===== config.mk =====
export PLATFORM = sky130hd
export DESIGN_NAME = mem_access_seq_flat
export DESIGN_NICKNAME = d
export VERILOG_FILES = /design/src/rtl/mem_access_seq_pkg.sv /design/src/rtl/mem_access_seq_if.sv /design/src/rtl/mem_access_seq_ld_st_align.sv /design/src/rtl/mem_access_seq.sv /design/src/flat_wrapper.sv
export SDC_FILE = /design/constraint.sdc
export NUM_CORES = 1
export LEC_CHECK = 0
export ABC_AREA = 1
export BUFFER_PORTS_ARGS = -buffer_cell sky130_fd_sc_hd__buf_2
export CAP_MARGIN = 10
export CORE_MARGIN = 3
export CORE_UTILIZATION = 50
export CTS_CLUSTER_SIZE = 40
export DETAILED_ROUTE_END_ITERATION = 10
export HOLD_SLACK_MARGIN = 0.03
export PLACE_DENSITY = 0.75
export SYNTH_ARGS = -nofsm -noshare
export SYNTH_HDL_FRONTEND = slang
export SYNTH_SLANG_ARGS = --single-unit

===== constraint.sdc =====
create_clock -name clk_i -period 4.75 [get_ports clk_i]
set_clock_uncertainty 0.2 [all_clocks]
set_input_delay 0.95 -clock clk_i [delete_from_list [all_inputs] [get_ports clk_i]]
set_output_delay 0.95 -clock clk_i [all_outputs]
set_load 0.01 [all_outputs]

===== src/rtl/mem_access_seq_pkg.sv =====
// +----------------------------------------------------------------------+
// | mem_access_pkg                                                       |
// | Shared types and constants for the load/store sequencer.             |
// | Rev 1.0 - initial release                                            |
// +----------------------------------------------------------------------+
`default_nettype none

package mem_access_pkg;

  typedef enum logic [2:0] {
    S_IDLE  = 3'd0,
    S_RD    = 3'd1,
    S_MERGE = 3'd2,
    S_CAPT  = 3'd3,
    S_WR    = 3'd4,
    S_DONE  = 3'd5
  } state_t;

  localparam logic [2:0] F3_B  = 3'b000;
  localparam logic [2:0] F3_H  = 3'b001;
  localparam logic [2:0] F3_W  = 3'b010;
  localparam logic [2:0] F3_BU = 3'b100;
  localparam logic [2:0] F3_HU = 3'b101;

  localparam int c_byte_bits = 8;
  localparam int c_half_bits = 16;

endpackage

`default_nettype wire


===== src/rtl/mem_access_seq_if.sv =====
// +----------------------------------------------------------------------+
// | mem_access_seq_if                                                    |
// | Datapath request/response and BRAM port bundle for the sequencer.    |
// | Rev 1.0 - initial release                                            |
// +----------------------------------------------------------------------+
`default_nettype none

interface mem_access_seq_if #(
  parameter int DATA_WIDTH      = 32,
  parameter int WORD_ADDR_WIDTH = 10
);

  logic [DATA_WIDTH-1:0]      byte_addr_i;
  logic [2:0]                 funct3_i;
  logic [DATA_WIDTH-1:0]      wd_i;
  logic                       mrd_i;
  logic                       mwr_i;
  logic [DATA_WIDTH-1:0]      rd_o;
  logic                       mem_rdy_o;
  logic                       busy_o;
  logic                       fault_o;
  logic [WORD_ADDR_WIDTH-1:0] mem_addr_o;
  logic                       mem_re_o;
  logic                       mem_we_o;
  logic [DATA_WIDTH-1:0]      mem_wdata_o;
  logic [DATA_WIDTH-1:0]      mem_rdata_i;

  modport slave (
    input  byte_addr_i, funct3_i, wd_i, mrd_i, mwr_i, mem_rdata_i,
    output rd_o, mem_rdy_o, busy_o, fault_o,
    output mem_addr_o, mem_re_o, mem_we_o, mem_wdata_o
  );

  modport master (
    output byte_addr_i, funct3_i, wd_i, mrd_i, mwr_i, mem_rdata_i,
    input  rd_o, mem_rdy_o, busy_o, fault_o,
    input  mem_addr_o, mem_re_o, mem_we_o, mem_wdata_o
  );

endinterface

`default_nettype wire


===== src/rtl/mem_access_seq_ld_st_align.sv =====
// +----------------------------------------------------------------------+
// | ld_st_align                                                          |
// | Load lane extract/extend, store lane merge, alignment/legality check.|
// | Rev 1.0 - initial release                                            |
// +----------------------------------------------------------------------+
`default_nettype none

module ld_st_align
  import mem_access_pkg::*;
#(
  parameter int DATA_WIDTH = 32
) (
  input  logic [1:0]            offset,
  input  logic [2:0]            funct3,
  input  logic                  is_store,
  input  logic [DATA_WIDTH-1:0] rdata,
  input  logic [DATA_WIDTH-1:0] wd,
  output logic [DATA_WIDTH-1:0] load_val,
  output logic [DATA_WIDTH-1:0] merged,
  output logic                  fault
);

  logic [c_byte_bits-1:0] w_byte;
  logic [c_half_bits-1:0] w_half;
  logic                   w_legal;

  always_comb begin
    w_byte = rdata[{offset, 3'b000} +: c_byte_bits];
    w_half = rdata[{offset[1], 4'b0000} +: c_half_bits];

    load_val = '0;
    case (funct3)
      F3_B:    load_val = {{(DATA_WIDTH-c_byte_bits){w_byte[c_byte_bits-1]}}, w_byte};
      F3_H:    load_val = {{(DATA_WIDTH-c_half_bits){w_half[c_half_bits-1]}}, w_half};
      F3_W:    load_val = rdata;
      F3_BU:   load_val = {{(DATA_WIDTH-c_byte_bits){1'b0}}, w_byte};
      F3_HU:   load_val = {{(DATA_WIDTH-c_half_bits){1'b0}}, w_half};
      default: load_val = '0;
    endcase
  end

  // Only the addressed lane is replaced; the rest of the read word is written back unchanged.
  always_comb begin
    merged = rdata;
    case (funct3[1:0])
      2'b00:   merged[{offset, 3'b000} +: c_byte_bits]    = wd[c_byte_bits-1:0];
      2'b01:   merged[{offset[1], 4'b0000} +: c_half_bits] = wd[c_half_bits-1:0];
      default: merged = wd;
    endcase
  end

  always_comb begin
    if (is_store) begin
      w_legal = (funct3 == F3_B) || (funct3 == F3_H) || (funct3 == F3_W);
    end else begin
      w_legal = (funct3 == F3_B) || (funct3 == F3_H) || (funct3 == F3_W) ||
                (funct3 == F3_BU) || (funct3 == F3_HU);
    end
    fault = !w_legal ||
            ((funct3[1:0] == 2'b01) && offset[0]) ||
            ((funct3[1:0] == 2'b10) && (offset != 2'b00));
  end

endmodule

`default_nettype wire


===== src/rtl/mem_access_seq.sv =====
// +----------------------------------------------------------------------+
// | mem_access_seq                                                       |
// | Multi-cycle load/store sequencer in front of a word-wide BRAM.       |
// | Rev 1.0 - initial release                                            |
// +----------------------------------------------------------------------+
`default_nettype none

module mem_access_seq
  import mem_access_pkg::*;
#(
  parameter int DATA_WIDTH      = 32,
  parameter int WORD_ADDR_WIDTH = 10
) (
  input  logic            clk_i,
  input  logic            reset_i,
  mem_access_seq_if.slave bus
);

  state_t                     r_state;
  state_t                     w_state_nxt;

  logic [WORD_ADDR_WIDTH-1:0] r_addr;
  logic [1:0]                 r_offset;
  logic [2:0]                 r_funct3;
  logic                       r_is_store;
  logic                       r_fault;
  logic [DATA_WIDTH-1:0]      r_wd;
  logic [DATA_WIDTH-1:0]      r_wdata;
  logic [DATA_WIDTH-1:0]      r_rd;

  logic                       w_req;
  logic [1:0]                 w_offset;
  logic [2:0]                 w_funct3;
  logic                       w_is_store;
  logic                       w_fault;
  logic [DATA_WIDTH-1:0]      w_load_val;
  logic [DATA_WIDTH-1:0]      w_merged;
  logic                       w_unused_addr;

  assign w_req         = bus.mrd_i | bus.mwr_i;
  assign w_unused_addr = &{1'b0, bus.byte_addr_i[DATA_WIDTH-1:WORD_ADDR_WIDTH+2]};

  // The checker sees the live request in IDLE (to decide the path) and the latched one afterwards.
  always_comb begin
    w_offset   = r_offset;
    w_funct3   = r_funct3;
    w_is_store = r_is_store;
    if (r_state == S_IDLE) begin
      w_offset   = bus.byte_addr_i[1:0];
      w_funct3   = bus.funct3_i;
      w_is_store = bus.mwr_i;
    end
  end

  ld_st_align #(
    .DATA_WIDTH (DATA_WIDTH)
  ) u_align (
    .offset   (w_offset),
    .funct3   (w_funct3),
    .is_store (w_is_store),
    .rdata    (bus.mem_rdata_i),
    .wd       (r_wd),
    .load_val (w_load_val),
    .merged   (w_merged),
    .fault    (w_fault)
  );

  always_ff @(posedge clk_i or posedge reset_i) begin
    if (reset_i) begin
      r_state <= S_IDLE;
    end else begin
      r_state <= w_state_nxt;
    end
  end

  always_comb begin
    w_state_nxt = r_state;
    case (r_state)
      S_IDLE: begin
        if (w_req) begin
          if (w_fault) begin
            w_state_nxt = S_DONE;
          end else if (bus.mwr_i && (bus.funct3_i == F3_W)) begin
            w_state_nxt = S_WR;
          end else begin
            w_state_nxt = S_RD;
          end
        end
      end
      S_RD:    w_state_nxt = r_is_store ? S_MERGE : S_CAPT;
      S_MERGE: w_state_nxt = S_WR;
      S_CAPT:  w_state_nxt = S_DONE;
      S_WR:    w_state_nxt = S_DONE;
      S_DONE:  w_state_nxt = S_IDLE;
      default: w_state_nxt = S_IDLE;
    endcase
  end

  always_ff @(posedge clk_i or posedge reset_i) begin
    if (reset_i) begin
      r_addr     <= '0;
      r_offset   <= '0;
      r_funct3   <= '0;
      r_is_store <= 1'b0;
      r_fault    <= 1'b0;
      r_wd       <= '0;
      r_wdata    <= '0;
      r_rd       <= '0;
    end else begin
      case (r_state)
        S_IDLE: begin
          if (w_req) begin
            r_addr     <= bus.byte_addr_i[WORD_ADDR_WIDTH+1:2];
            r_offset   <= bus.byte_addr_i[1:0];
            r_funct3   <= bus.funct3_i;
            r_is_store <= bus.mwr_i;
            r_fault    <= w_fault;
            r_wd       <= bus.wd_i;
            if (bus.mwr_i && !w_fault) begin
              r_wdata <= bus.wd_i;
            end
          end
        end
        S_MERGE: r_wdata <= w_merged;
        S_CAPT:  r_rd    <= w_load_val;
        default: ;
      endcase
    end
  end

  // Strobes decode straight from the state register so an async reset drops them immediately.
  assign bus.mem_re_o    = (r_state == S_RD);
  assign bus.mem_we_o    = (r_state == S_WR);
  assign bus.mem_rdy_o   = (r_state == S_DONE);
  assign bus.fault_o     = (r_state == S_DONE) && r_fault;
  assign bus.busy_o      = (r_state != S_IDLE);
  assign bus.mem_addr_o  = r_addr;
  assign bus.mem_wdata_o = r_wdata;
  assign bus.rd_o        = r_rd;

endmodule

`default_nettype wire


===== src/flat_wrapper.sv =====
// flat-port wrapper written by rule: the top's interface ports become plain ports
module mem_access_seq_flat import mem_access_pkg::*;
#(
  parameter int DATA_WIDTH      = 32,
  parameter int WORD_ADDR_WIDTH = 10
)
  (clk_i, reset_i, bus_byte_addr_i, bus_funct3_i, bus_wd_i, bus_mrd_i, bus_mwr_i, bus_mem_rdata_i, bus_rd_o, bus_mem_rdy_o, bus_busy_o, bus_fault_o, bus_mem_addr_o, bus_mem_re_o, bus_mem_we_o, bus_mem_wdata_o);
  mem_access_seq_if #(.DATA_WIDTH(DATA_WIDTH), .WORD_ADDR_WIDTH(WORD_ADDR_WIDTH)) bus_i ();
  input  logic clk_i;
  input  logic reset_i;
  input wire logic [$bits(bus_i.byte_addr_i)-1:0] bus_byte_addr_i;
  input wire logic [$bits(bus_i.funct3_i)-1:0] bus_funct3_i;
  input wire logic [$bits(bus_i.wd_i)-1:0] bus_wd_i;
  input wire logic [$bits(bus_i.mrd_i)-1:0] bus_mrd_i;
  input wire logic [$bits(bus_i.mwr_i)-1:0] bus_mwr_i;
  input wire logic [$bits(bus_i.mem_rdata_i)-1:0] bus_mem_rdata_i;
  output wire logic [$bits(bus_i.rd_o)-1:0] bus_rd_o;
  output wire logic [$bits(bus_i.mem_rdy_o)-1:0] bus_mem_rdy_o;
  output wire logic [$bits(bus_i.busy_o)-1:0] bus_busy_o;
  output wire logic [$bits(bus_i.fault_o)-1:0] bus_fault_o;
  output wire logic [$bits(bus_i.mem_addr_o)-1:0] bus_mem_addr_o;
  output wire logic [$bits(bus_i.mem_re_o)-1:0] bus_mem_re_o;
  output wire logic [$bits(bus_i.mem_we_o)-1:0] bus_mem_we_o;
  output wire logic [$bits(bus_i.mem_wdata_o)-1:0] bus_mem_wdata_o;
  assign bus_i.byte_addr_i = bus_byte_addr_i;
  assign bus_i.funct3_i = bus_funct3_i;
  assign bus_i.wd_i = bus_wd_i;
  assign bus_i.mrd_i = bus_mrd_i;
  assign bus_i.mwr_i = bus_mwr_i;
  assign bus_i.mem_rdata_i = bus_mem_rdata_i;
  assign bus_rd_o = bus_i.rd_o;
  assign bus_mem_rdy_o = bus_i.mem_rdy_o;
  assign bus_busy_o = bus_i.busy_o;
  assign bus_fault_o = bus_i.fault_o;
  assign bus_mem_addr_o = bus_i.mem_addr_o;
  assign bus_mem_re_o = bus_i.mem_re_o;
  assign bus_mem_we_o = bus_i.mem_we_o;
  assign bus_mem_wdata_o = bus_i.mem_wdata_o;
  mem_access_seq #(.DATA_WIDTH(DATA_WIDTH), .WORD_ADDR_WIDTH(WORD_ADDR_WIDTH)) u_core (.clk_i(clk_i), .reset_i(reset_i), .bus(bus_i));
endmodule

==> results of run 1 <==
==> worst max-delay path, stage by stage (launching register included) <==
cell	delay, ns
dfrtp_1	0.45
nor2_4	0.35
nand3_1	0.48
nand2_2	0.36
ha_1	0.37
inv_1	0.15
nand3_1	0.12
nand2_2	0.10
nor2_8	0.29
nand2_4	0.30
nand2_4	0.32
nand2_1	0.10
nand2_1	0.07
==> metal layers <==
metal / track usage, % / up-vias / part of all wire [%]
met3: 4.732 / 40 / 9.5
met1: 42.16 / 3653 / 43
met5: 0 / - / 0
li1: - / 3943 / -
met4: 9.426 / 0 / 2.1
met2: 44.65 / 396 / 45
==> area by class of cell <==
cell class                      count  share of cell area (%)
Multi-Input combinational cell    892                   43.74
Sequential cell                   116                   32.69
Timing Repair Buffer              170                   9.834
Clock buffer                       18                   4.945
Inverter                           99                   4.212
Tap cell                          184                   2.592
Clock inverter                     14                   1.986
==> sequential cells by signal (all words and copies together), names as in the netlist <==
signal / count
u_core.bus.mem_addr_o: 10
u_core.bus.mem_wdata_o: 32
u_core.bus.rd_o: 32
u_core.r_fault: 1
u_core.r_funct3: 3
u_core.r_is_store: 1
u_core.r_offset: 2
u_core.r_state: 3
u_core.r_wd: 32
==> power breakdown <==
part / internal (mW) / switching (mW)
registers: 1.45 / 0.247
logic: 1.28 / 2.89
clock network: 0.844 / 0.495
total: 3.58 / 3.63
==> worst max-delay path by stage <==
| stage | startpoint | cells after the start | slack, ns | to |
|---|---|---|---|---|
| after floorplan | reset_i | 1 | 0.53 | u_core.bus.mem_addr_o[0] |
| after global placement | bus_byte_addr_i[1] | 13 | 0.89 | u_core.bus.mem_wdata_o[6] |
| after detailed placement | bus_byte_addr_i[1] | 13 | 0.84 | u_core.bus.mem_wdata_o[18] |
| after CTS | u_core.r_state[2] | 12 | 1.07 | u_core.bus.mem_wdata_o[21] |
| after global routing | u_core.r_state[2] | 12 | 0.77 | u_core.bus.mem_wdata_o[6] |
| final | u_core.r_state[2] | 12 | 1.01 | u_core.bus.mem_wdata_o[21] |
==> kinds of logic after synthesis <==
group / share of synthesized area (%)
buffers and inverters: 9.327
AND/OR/NAND/NOR: 44.46
AO/OA/AOI/OAI: 6.602
adder cells (fa/ha/maj): 0.8357
flip-flops: 38.78
==> metrics by stage <==
step | power, mW | util (%) | setup slack [ns]
CTS | 7.188 | 60.87 | 1.066
global placement | 5.748 | 56.66 | 0.8871
global route | 7.857 | 60.87 | 0.7677
detailed placement | 5.823 | 56.66 | 0.8355
floorplan | 4.766 | - | 0.5276
finish | 7.207 | 60.87 | 1.012
==> cells in the final DEF, fill, tap and decap left out, types with 3 or more instances in the layout <==
cell       count
nand2_1      464
nand3_1      164
buf_2        161
nor2_1       122
dfrtp_1      116
inv_1         86
o21ai_0       60
a21oi_1       19
clkbuf_16     17
nand4_1       15
nand2_2        9
o21ai_1        9
buf_4          9
clkinv_1       7
o211ai_1       6
inv_2          5
ha_1           5
clkinv_4       4
nand2_4        3
nand3_2        3
nor2_2         3
nor3_1         3
bufinv_16      3
inv_6          3
==> results.cfg, run 1 <==
[synthesis]
syn_inst = 1175
synth_cell_types = 29
ys_warn_count = 0
ys_ff_latch = 116
synth.top_cells.by_area = dfrtp_1 (39%), nand2_1 (23%), nand3_1 (11%)
mappedNetlistArea_sq_mm = 0.007486
synth_top_area_share_pct = 38.78
synth_edf_count = 0
syn_area_per_cell_sq_um = 6.371
synth_top_area_cell = dfrtp_1
yosysMostFrequentCell = nand2_1
syn_nets = 1283
synth-async-reset-ratio_pct = 100.0
ys_seq_area_share_pct = 38.78
synth.top_cells.by_count = nand2_1 (464), nand3_1 (164), nor2_1 (122)
ys.flop_type = dfrtp_1

[sta]
hold_violations = 0
slew_headroom_pct = 33.43
grt_setup_unrepaired = false
drv_slew = 0
tns_ns = 0
setup_viol = 0
tightest_slew_ns = 0.9986
holdWs_ns = 0.2709
fin_crit_sh_pct = 78.70
layout_min_cycle_time_ns = 3.738
fmax_ghz = 0.2675

[setup_path]
cp_max_fo = 33
r2r-start = u_core.r_state[2]
crit_arrival_ns = 3.90
setup.worst_path.end_class = flip-flop
rr_endpoint = u_core.bus.mem_wdata_o[21]
required_ns = 4.91
worstSetupPathType = reg -> reg
cp-start-kind = flip-flop
r2r_slack_ns = 1.01
reg2regPathDepth = 12

[clock_network]
cts_sinks = 116
htreeDepth = 4
post_cts_resized = 0
cts_tree = done
cts_setup_buffers = 0
insertion_delay_ns = 0.42
numCtsBuffers = 17
root_buffer = clkbuf_16
clk_path_buf_depth = 2
hold_buffers = 0
path_clk_slew_ns = 0.06

[drt]
wl_mm = 23.67
num_vias = 8032
viasPerCell = 5.380
remaining_drc_errors = 0
dr.first_iter.drc_count = 858
post_drt_wl_per_cell_microns = 15.86
antenna_left = 0
drtPass1Iterations = 6

[global_route]
grt_pass1_vias = 7341
overflow = 0
antenna_found_initial = 0
grtUsageTotal_pct = 29.08
grt_max_degree = 80
grt_pass1_wl_mm = 37.90

[place]
placed_cell_area_sq_mm = 0.008265
io_buffers = 161
hpwl_mm = 16.84
gp_congestion = 0.9579
dpl.cell_count = 1461

[floorplanning]
rows = 44
initial_utilization_pct = 51.31
core_sq_mm = 0.01459
die_h_microns = 128.4
die_area_sq_mm = 0.01648
die_w_microns = 128.4
io_pins = 182

[hold_path]
hold_path.startpoint = u_core.bus.rd_o[23]
min_path_cells = 2
holdPathEnd = u_core.bus.rd_o[23]
min_path_type = reg -> reg

[layout]
register_area_sq_mm = 0.002903
drive_above_1_share_pct = 17.72
multi_input_area_sq_mm = 0.003885
nFillCells = 1417
nNetsFinal = 1404
area_delta_synth_final_pct = 18.64
instances_no_fill = 1493
fin_area_sq_mm = 0.008881
diodes = 0

[pwr]
p_leak_nw = 4.939
ir_worst_vdd_uv = 370.9
p_per_area_mw_per_mm2 = 811.5

[flow_run]
maxCapViolations = 0

[status]
status = completed
Note: power is estimated with default switching activity, not from simulation.
==> run 2, diff against run 1 <==
- clock period: 4.75 -> 3.78 ns (I/O delays scaled with it)
==> run 2 against run 1 <==
Compared with the run above:
- critical path depth grew 3
- wire length rose by 1.7%
- final cell count increased by 0.60%
- highest routed layer unchanged
==> results.cfg, run 2 (synthesized netlist as in run 1, its figures left out) <==
[layout]
area_delta_synth_final_pct = 19.07
final_common_cell = nand2_1
instances_no_fill = 1502
final_util_pct = 61.10
nNetsFinal = 1414
diodes = 0
fin_area_sq_mm = 0.008914
drive_above_1_share_pct = 18.29
final_cell_mix = nand2_1 (464), nand3_1 (164), buf_2 (161)
nFillCells = 1407

[clock_network]
numCtsBuffers = 17
htreeDepth = 4
clk_path_buf_depth = 2
root_buffer = clkbuf_16
post_cts_resized = 0
path_clk_slew_ns = 0.06
cts_sinks = 116
cts_setup_buffers = 0
insertion_delay_ns = 0.43
hold_buffers = 0
cts_tree = done

[sta]
setup_viol = 0
holdWs_ns = 0.2732
hold_violations = 0
slew_headroom_pct = 35.11
layout_min_cycle_time_ns = 3.352
grt_setup_unrepaired = false
fmax_ghz = 0.2983
fin_crit_sh_pct = 88.68
drv_slew = 0
tightest_slew_ns = 0.9723
post-route-worst-setup-slack_ns = 0.4280
tns_ns = 0

[pwr]
p_seq_share_pct = 23.5
p_total_mw = 9.071
p_per_area_mw_per_mm2 = 1018
clockPowerShare_pct = 16.9
switching_share_pct = 51.00
p_sw_mw = 4.626
combinationalPowerShare_pct = 59.6
ir_worst_vdd_uv = 466.0
p_int_mw = 4.444
p_leak_nw = 4.936

[setup_path]
timing.critical_path.mode_cell = nand2_1
r2r-start = u_core.r_state[2]
path_depth = 15
crit_buf_inv = 3
cpPeakStageDelay_ns = 0.53
cp-start-kind = flip-flop
setup.worst_path.end_class = flip-flop
r2r_slack_ns = 0.43
path_cells = nor2_4, nand2_4, nand2_1, nand2_2, buf_4, ha_1, buf_4, nand2_1, o21ai_1, nand2_1, nand3_1, nand2_1, inv_1, nand2_1, nand2_1
rr_endpoint = u_core.bus.mem_wdata_o[17]
crit_slowest_cell = ha_1
reg2regPathDepth = 15
cp_max_fo = 19
worstSetupPathType = reg -> reg
cp-endpoint = u_core.bus.mem_wdata_o[17]
required_ns = 3.94
crit_arrival_ns = 3.52
crit_start = u_core.r_state[2]
crit_family = simple AND/OR/NAND/NOR gates

[drt]
wl_mm = 24.07
post_drt_wl_per_cell_microns = 16.02
dr.first_iter.drc_count = 687
remaining_drc_errors = 0
viasPerCell = 5.391
num_vias = 8097
antenna_left = 0
drtPass1Iterations = 5

[global_route]
grt_pass1_wl_mm = 38.07
grtUsageTotal_pct = 29.28
use_met3_pct = 5.064
busiest_layer = met2
gr-usage-met2_pct = 45.60
grt_pass1_vias = 7486
grt_max_degree = 117
antenna_found_initial = 0
grtUsageMet1_pct = 39.92
overflow = 0

[floorplanning]
rows = 44
initial_utilization_pct = 51.31
die_area_sq_mm = 0.01648
die_h_microns = 128.4
core_sq_mm = 0.01459
io_pins = 182
die_w_microns = 128.4

[place]
hpwl_mm = 17.13
placed_cell_area_sq_mm = 0.008354
dpl.cell_count = 1471
io_buffers = 161
dp_slack_ns = 0.5691
gp_congestion = 1.003

[hold_path]
min_path_type = reg -> reg

[status]
status = completed

[flow_run]
maxCapViolations = 0
[run 2: cell count changes in the layout (fill, tap and decap cells not counted), moves of 2 or more]
cell	before	now
buf_4	9	18
clkinvlp_4	2	9
bufinv_16	3	1
clkinv_2	2	0
[run 2: tightest hold or removal path: cells and delay by family (launching register included)]
| family | cells | cell delay (ns) |
|---|---|---|
| simple gates | 2 | 0.10 |
| flops | 1 | 0.33 |
[run 2: metal layers]
layer | routed length [microns] | vias up
met3 | 1882 | 61
met1 | 10460 | 3708
li1 | - | 3965
met4 | 777 | 0
met5 | 0 | -
met2 | 10950 | 363
[run 2: cell type report]
cell class | instances | area (sq um) | share of cell area [%]
inverter | 99 | 375.4 | 4.211
clock buffer | 17 | 425.4 | 4.773
timing repair buffer | 180 | 960.9 | 10.78
multi-input combinational | 892 | 3885 | 43.59
sequential | 116 | 2903 | 32.57
tap | 184 | 230.2 | 2.583
clock inverter | 14 | 133.9 | 1.502
[run 2: worst min-delay path by stage]
| stage | slack (ns) | cells past startpoint | endpoint | from |
|---|---|---|---|---|
| after floorplan | 0.25 | 2 | u_core.r_fault | u_core.r_fault |
| after global placement | 0.26 | 2 | u_core.bus.rd_o[28] | u_core.bus.rd_o[28] |
| after detailed placement | 0.26 | 2 | u_core.bus.rd_o[17] | u_core.bus.rd_o[17] |
| after CTS | 0.28 | 2 | u_core.bus.rd_o[3] | u_core.bus.rd_o[3] |
| after global routing | 0.29 | 2 | u_core.bus.rd_o[28] | u_core.bus.rd_o[28] |
| final | 0.27 | 2 | u_core.bus.rd_o[17] | u_core.bus.rd_o[17] |
[run 2: power groups by stage]
stage                     Combinational (mW)  Sequential, mW  Clock (mW)
after CTS                               5.35            2.12        1.54
after detailed placement                5.30            2.13           0
after global routing                    6.06            2.20        1.60
after global placement                  5.24            2.12           0
after floorplan                         3.72            2.27           0
final                                   5.41            2.13        1.53
